File: src/rtl/bin2bcd_six_pkg.sv
`default_nettype none
// ============================================================================
// bin2bcd_six_pkg : shared constants and FSM encoding for bin2bcd_six
// Revision: 1.0
// ============================================================================
package bin2bcd_six_pkg;

    localparam int BIN_W  = 20;
    localparam int DIGITS = 6;
    localparam int BCD_W  = 4 * DIGITS;
    localparam int CNT_W  = 5;

    localparam logic [CNT_W-1:0] BIT_CNT_LAST = 5'd19;
    localparam logic [BIN_W-1:0] BCD_MAX_BIN  = 20'd999999;
    localparam logic [BCD_W-1:0] BCD_SAT_PAT  = 24'h999999;
    localparam logic [BCD_W-1:0] BCD_ERR_PAT  = 24'hEEEEEE;

    localparam logic [1:0] ST_IDLE  = 2'd0;
    localparam logic [1:0] ST_SHIFT = 2'd1;
    localparam logic [1:0] ST_DONE  = 2'd2;

endpackage : bin2bcd_six_pkg
`default_nettype wire

File: src/rtl/bin2bcd_six_if.sv
`default_nettype none
// ============================================================================
// bin2bcd_six_if : request/result bundle between a client and bin2bcd_six
// Revision: 1.0
// ============================================================================
interface bin2bcd_six_if;
    import bin2bcd_six_pkg::*;

    logic             Start;
    logic [BIN_W-1:0] Bin_In;
    logic             Busy;
    logic             Done;
    logic [BCD_W-1:0] Bcd_SixNum;
    logic             Overflow;

    modport master (
        output Start,
        output Bin_In,
        input  Busy,
        input  Done,
        input  Bcd_SixNum,
        input  Overflow
    );

    modport slave (
        input  Start,
        input  Bin_In,
        output Busy,
        output Done,
        output Bcd_SixNum,
        output Overflow
    );

endinterface : bin2bcd_six_if
`default_nettype wire

File: src/rtl/bin2bcd_six_bcd_digit_adj.sv
`default_nettype none
// ============================================================================
// bcd_digit_adj : double-dabble digit corrector, adds 3 when digit >= 5
// Revision: 1.0
// ============================================================================
module bcd_digit_adj (
    input  wire logic [3:0] digit_i,
    output logic      [3:0] digit_o
);

    // Wraps modulo 16; only reachable for out-of-range operands, whose result is replaced anyway.
    assign digit_o = (digit_i >= 4'd5) ? (digit_i + 4'd3) : digit_i;

endmodule : bcd_digit_adj
`default_nettype wire

File: src/rtl/bin2bcd_six.sv
`default_nettype none
// ============================================================================
// bin2bcd_six : sequential 20-bit binary to 6-digit packed BCD (double dabble)
// Build option: OVERFLOW_SAT_EN selects 999999 saturation instead of EEEEEE.
// Revision: 1.0
// ============================================================================
module bin2bcd_six
    import bin2bcd_six_pkg::*;
(
    input  wire logic   CLK,
    input  wire logic   RSTn,
    bin2bcd_six_if.slave bus
);

`ifdef OVERFLOW_SAT_EN
    localparam logic [BCD_W-1:0] OVF_PAT = BCD_SAT_PAT;
`else
    localparam logic [BCD_W-1:0] OVF_PAT = BCD_ERR_PAT;
`endif

    logic [1:0]       state_q, state_d;
    logic [BIN_W-1:0] shreg_q, shreg_d;
    logic [BCD_W-1:0] acc_q,   acc_d;
    logic [CNT_W-1:0] cnt_q,   cnt_d;
    logic             ovf_lat_q, ovf_lat_d;
    logic             busy_q,  busy_d;
    logic             done_q,  done_d;
    logic [BCD_W-1:0] bcd_q,   bcd_d;
    logic             ovf_q,   ovf_d;

    logic [BCD_W-1:0] acc_adj;

    for (genvar gi = 0; gi < DIGITS; gi++) begin : g_digit
        bcd_digit_adj u_adj (
            .digit_i (acc_q[4*gi +: 4]),
            .digit_o (acc_adj[4*gi +: 4])
        );
    end

    always_comb begin
        state_d   = state_q;
        shreg_d   = shreg_q;
        acc_d     = acc_q;
        cnt_d     = cnt_q;
        ovf_lat_d = ovf_lat_q;
        busy_d    = busy_q;
        done_d    = 1'b0;
        bcd_d     = bcd_q;
        ovf_d     = ovf_q;

        case (state_q)
            ST_IDLE: begin
                if (bus.Start) begin
                    shreg_d   = bus.Bin_In;
                    acc_d     = '0;
                    cnt_d     = '0;
                    ovf_lat_d = (bus.Bin_In > BCD_MAX_BIN);
                    busy_d    = 1'b1;
                    state_d   = ST_SHIFT;
                end
            end
            ST_SHIFT: begin
                // Digit-5 MSB falls off the top; only matters for overflow operands.
                acc_d   = {acc_adj[BCD_W-2:0], shreg_q[BIN_W-1]};
                shreg_d = {shreg_q[BIN_W-2:0], 1'b0};
                cnt_d   = cnt_q + 5'd1;
                if (cnt_q == BIT_CNT_LAST) begin
                    state_d = ST_DONE;
                end
            end
            ST_DONE: begin
                bcd_d   = ovf_lat_q ? OVF_PAT : acc_q;
                ovf_d   = ovf_lat_q;
                done_d  = 1'b1;
                busy_d  = 1'b0;
                state_d = ST_IDLE;
            end
            default: begin
                busy_d  = 1'b0;
                state_d = ST_IDLE;
            end
        endcase
    end

    always_ff @(posedge CLK or negedge RSTn) begin
        if (!RSTn) begin
            state_q   <= ST_IDLE;
            shreg_q   <= '0;
            acc_q     <= '0;
            cnt_q     <= '0;
            ovf_lat_q <= 1'b0;
            busy_q    <= 1'b0;
            done_q    <= 1'b0;
            bcd_q     <= '0;
            ovf_q     <= 1'b0;
        end else begin
            state_q   <= state_d;
            shreg_q   <= shreg_d;
            acc_q     <= acc_d;
            cnt_q     <= cnt_d;
            ovf_lat_q <= ovf_lat_d;
            busy_q    <= busy_d;
            done_q    <= done_d;
            bcd_q     <= bcd_d;
            ovf_q     <= ovf_d;
        end
    end

    assign bus.Busy       = busy_q;
    assign bus.Done       = done_q;
    assign bus.Bcd_SixNum = bcd_q;
    assign bus.Overflow   = ovf_q;

endmodule : bin2bcd_six
`default_nettype wire
File: src/flat_wrapper.sv
// flat-port wrapper written by rule: the top's interface ports become plain ports
module bin2bcd_six_flat import bin2bcd_six_pkg::*;
  (CLK, RSTn, bus_Start, bus_Bin_In, bus_Busy, bus_Done, bus_Bcd_SixNum, bus_Overflow);
  bin2bcd_six_if bus_i ();
  input  wire logic CLK;
  input  wire logic RSTn;
  input wire logic [$bits(bus_i.Start)-1:0] bus_Start;
  input wire logic [$bits(bus_i.Bin_In)-1:0] bus_Bin_In;
  output wire logic [$bits(bus_i.Busy)-1:0] bus_Busy;
  output wire logic [$bits(bus_i.Done)-1:0] bus_Done;
  output wire logic [$bits(bus_i.Bcd_SixNum)-1:0] bus_Bcd_SixNum;
  output wire logic [$bits(bus_i.Overflow)-1:0] bus_Overflow;
  assign bus_i.Start = bus_Start;
  assign bus_i.Bin_In = bus_Bin_In;
  assign bus_Busy = bus_i.Busy;
  assign bus_Done = bus_i.Done;
  assign bus_Bcd_SixNum = bus_i.Bcd_SixNum;
  assign bus_Overflow = bus_i.Overflow;
  bin2bcd_six u_core (.CLK(CLK), .RSTn(RSTn), .bus(bus_i));
endmodule
File: config.mk
export PLATFORM = sky130hd
export DESIGN_NAME = bin2bcd_six_flat
export DESIGN_NICKNAME = d
export VERILOG_FILES = /design/src/rtl/bin2bcd_six_pkg.sv /design/src/rtl/bin2bcd_six_if.sv /design/src/rtl/bin2bcd_six_bcd_digit_adj.sv /design/src/rtl/bin2bcd_six.sv /design/src/flat_wrapper.sv
export SDC_FILE = /design/constraint.sdc
export NUM_CORES = 1
export LEC_CHECK = 0
export ABC_AREA = 1
export CAP_MARGIN = 20
export CORE_UTILIZATION = 35
export DETAILED_ROUTE_END_ITERATION = 10
export PLACE_DENSITY_LB_ADDON = 0.3
export SLEW_MARGIN = 15
export SYNTH_ARGS = -nofsm -noshare
export SYNTH_HDL_FRONTEND = slang
export SYNTH_SLANG_ARGS = --single-unit
File: constraint.sdc
create_clock -name CLK -period 1.5 [get_ports CLK]
set_input_delay 0.3 -clock CLK [delete_from_list [all_inputs] [get_ports CLK]]
set_output_delay 0.3 -clock CLK [all_outputs]
set_load 0.01 [all_outputs]
==> Implementation_results.wiki, run 1 <==
{| class="wikitable"
! Metric !! Value
|-
| Fmax achieved || 752 MHz
|-
| Dominant combinational cell family by area after synthesis || simple AND/OR/NAND/NOR gates
|-
| Pin count of the biggest net entering global routing || 80
|-
| Fin worst setup slack || 0.170 ns
|-
| Filler cell count || 1038
|-
| Worst clock skew on the final layout || 0.00918 ns
|-
| Die Y || 106 um
|-
| Leakage power || 2.32 nW
|-
| DRC viols || 0
|-
| Clock slew at reported path FFs || 0.09 ns
|-
| Final Net Count || 546
|-
| Post-synth net total || 489
|-
| Simple logic cell fraction of the synthesized area || 28.9%
|-
| Synth Cell Area || 3790 sq um
|-
| Max-cap violation count || 0
|-
| Post-synthesis area per instance || 8.37 sq um
|-
| Standard cell area after detailed placement || 4460 sq um
|-
| Peak ir drop on the vdd network || 0.727 mV
|-
| Switching power summed over all nets || 0.00326 W
|-
| Overflow left after global routing || 0
|-
| Final worst path period share || 88.7%
|-
| Wire length of the first global-routing pass || 14100 um
|-
| TritonCTS clock tree || yes
|-
| Total design power || 0.00858 W
|-
| Total routed wirelength || 7970 um
|-
| Number of buffers inserted by port buffering || 49
|-
| Number of buffers and inverters on the critical path || 2
|-
| Global-route total usage across every layer || 15.9%
|-
| Total of flip-flops plus latches after synthesis || 79
|-
| Most frequent standard cell in the layout excluding fill and tap cells || nand2_1
|-
| Most prevalent standard cell on the critical path || nand2_1
|-
| Num CTS Buffers || 9
|-
| Sequential share of the synthesized area || 52.1%
|-
| RSZ-0062 raised after global routing || no
|-
| Fraction of the mapped netlist area in adder cells || 4.29%
|-
| HPWL Detailed || 5340 um
|-
| Min-Delay Path Class || in -> async
|-
| Number of global-route vias before repair || 3053
|-
| Metal-1 WL || 3880 um
|-
| Routed length on met2 || 3690 um
|-
| Switching Share || 38.0%
|-
| Die Footprint || 11300 sq um
|-
| Final min period || 1.33 ns
|-
| Least-Margin Pin Slew || 0.439 ns
|-
| Area of the core region || 10400 sq um
|-
| WL/cell || 12.2 um
|-
| Fraction of power consumed by the clock network || 23.3%
|-
| Synth Area in Compound Gates || 7.06%
|-
| Setup-failing EPs final || 0
|-
| Antenna violations before repair || 0
|-
| Final design area excluding fillers || 4690 sq um
|-
| Required time reported for the critical path endpoint || 1.74 ns
|-
| Synthesized instance count || 453
|-
| Die Span X || 106 um
|-
| Number of placed cells counting well taps || 634
|-
| DR iter-0 viols || 119
|-
| Io pins || 50
|-
| Number of inserted diodes || 0
|-
| Area growth syn-to-layout || 23.7%
|-
| Critical Path Start Type || register
|-
| Layout cells sized above 1 || 8.74%
|-
| Buffers from clock root to sink, at most || 2
|-
| Number of search-and-repair iterations in the first detailed-routing pass || 4
|-
| Worst relative slew slack || 70.7%
|-
| Register-to-register setup slack || 0.17 ns
|-
| Share of total power in combinational logic || 37.1%
|-
| Starting Density || 36.4%
|-
| Antenna Violating Nets Remaining || 0
|-
| Number of sinks handled by clock tree synthesis || 79
|-
| Synth area leaders || dfrtp_1 52%, nand2_1 15%, nand3_1 6.5%
|-
| Cell-internal power || 0.00532 W
|-
| Terminus of the critical flop-to-flop path || u_core.acc_q[13]$_DFFE_PN0P_
|-
| Largest delay contributor family on the critical path || flip-flops
|-
| Slowest-stage cell, CP || dfrtp_1
|-
| Power per unit of standard cell area || 1830 nW/um^2
|-
| Final estimated routing congestion in global placement || 0.787
|-
| Share of the synthesized area in the top cell type || 52.1%
|-
| Critical path fanouts, max || 4
|-
| Crit path kind || reg -> reg
|-
| Leading cell types in the layout, fill and taps excluded || 154 x nand2_1, 79 x dfrtp_1, 49 x nand3_1
|-
| Sequence of cells on the critical path || inv_1, ha_1, inv_1, nand2_1, nand3_1, nand2_1, nand3_1, nand2_1
|-
| Root buf cell || clkbuf_8
|-
| R2r startpoint || u_core.acc_q[12]$_DFFE_PN0P_
|-
| Worst r2r path cells || 8
|-
| Standard-cell row count || 37
|-
| Cell type with the highest aggregate area in the netlist || dfrtp_1
|-
| Max Slew Vio Count || 0
|-
| Number of distinct library cell variants in the gate-level netlist after synthesis || 23
|-
| H-tree depth reported by CTS || 3
|-
| Part of the total power dissipated in sequential elements || 39.6%
|-
| Vias after detailed routing || 3125
|-
| Worst stage delay on the critical path || 0.42 ns
|-
| Via density per instance || 4.80
|-
| Worst-skew pair later-pin latency || 0.35 ns
|-
| Setup repair bufs after CTS || 0
|-
| Outcome || finished, final reports clean
|-
| Highest metal used || met4
|-
| Critical Path End Type || register
|-
| Xor and xnor fraction of the mapped netlist area || 0%
|-
| Hold violation total from the final report || 0
|-
| End-of-flow core utilization || 45.0%
|-
| Mux share of post-synthesis cell area || 0%
|-
| Arrival time of data at the critical path endpoint || 1.57 ns
|-
| Count of synthesis-stage warnings from yosys || 0
|-
| Detailed-routed wire length on met3 || 276 um
|-
| Worst slack after detailed placement || -0.0172 ns
|-
| Post-Layout Cell Count || 651
|}
[power by group through the flow]
stage          Combinational, W  Clock (W)  Sequential, W
4_1_cts                 0.00323    0.00205        0.00340
5_1_grt                 0.00375    0.00212        0.00350
2_1_floorplan           0.00239          0        0.00337
6_report                0.00318    0.00200        0.00340
3_5_place_dp            0.00329          0        0.00343
3_3_place_gp            0.00317          0        0.00341
[sequential cells by signal (all words and copies together) (netlist names)]
name	flops
u_core.acc_q	24
u_core.bus.Bcd_SixNum	24
u_core.shreg_q	20
u_core.cnt_q	5
u_core.state_q	2
u_core.bus.Busy	1
u_core.bus.Done	1
u_core.bus.Overflow	1
u_core.ovf_lat_q	1
[stage by stage]
stage / TNS (ns) / hold WS (ns)
2_1_floorplan: 0 / 0.00441
3_3_place_gp: 0 / 0.360
3_5_place_dp: -0.0623 / 0.360
4_1_cts: 0 / 0.487
5_1_grt: 0 / 0.502
6_report: 0 / 0.484
[how the worst max path moves through the flow]
stage / from / depth (start not counted) / endpoint / slack, ns
floorplan: u_core.acc_q[0]$_DFFE_PN0P_ / 7 / u_core.acc_q[4]$_DFFE_PN0P_ / 0.34
global placement: bus_Start / 7 / u_core.shreg_q[10]$_DFFE_PN0P_ / 0.02
detailed placement: bus_Start / 7 / u_core.shreg_q[13]$_DFFE_PN0P_ / -0.02
CTS: u_core.bus.Bcd_SixNum[0]$_DFFE_PN0P_ / 1 / bus_Bcd_SixNum[0] / 0.14
global route: u_core.acc_q[17]$_DFFE_PN0P_ / 8 / u_core.acc_q[18]$_DFFE_PN0P_ / 0.04
finish: u_core.acc_q[12]$_DFFE_PN0P_ / 8 / u_core.acc_q[13]$_DFFE_PN0P_ / 0.17
[cells by family after synthesis]
logic type / Yosys count
simple gates: 257
flops: 79
fa+ha+maj: 13
compound gates: 46
buf+inv: 58
[cell type report]
type	instances	area [sq um]	area share [%]
clock buffer	11	151	3.23
clock inverter	5	104	2.22
inverter	44	170	3.63
multi-input combinational	316	1530	32.6
sequential	79	1980	42.2
tap	136	170	3.63
timing repair buffer	60	589	12.6
[worst reg2reg max path: stages (launching register included)]
cell	delay (ns)
dfrtp_1	0.42
inv_1	0.12
ha_1	0.22
inv_1	0.05
nand2_1	0.09
nand3_1	0.13
nand2_1	0.06
nand3_1	0.06
nand2_1	0.05
[layer usage]
| layer | vias to the layer above | track usage (%) |
|---|---|---|
| li1 | 1582 | - |
| met1 | 1473 | 20.9 |
| met2 | 61 | 26.0 |
| met3 | 9 | 2.51 |
| met4 | 0 | 6.85 |
| met5 | - | 0 |
[cells in the mapped netlist]
library cell  instances
a21oi_1              19
buf_2                 4
buf_4                 2
buf_6                 7
clkbuf_1              1
dfrtp_1              79
ha_1                 13
inv_1                38
inv_2                 4
inv_4                 2
nand2_1             154
nand2_2               1
nand2_4               1
nand3_1              49
nand4_1              19
nor2_1               30
nor2_2                2
nor2_4                1
o211ai_1              4
o21a_1                1
o21ai_0              14
o21ai_2               6
o22ai_1               2
[timing repair]
item,CTS,global route
hold buffers,1,0
cloned,0,0
resized for setup,27,1
setup endpoints to repair,27,2
endpoints found under the hold margin,79,0
(Power assumes the default switching activity.)
==> run 2, diff against run 1 <==
- TNS_END_PERCENT: default -> 50
==> results of run 2 <==
Same layout as run 1: the final DEF is identical, and so are final timing and power.
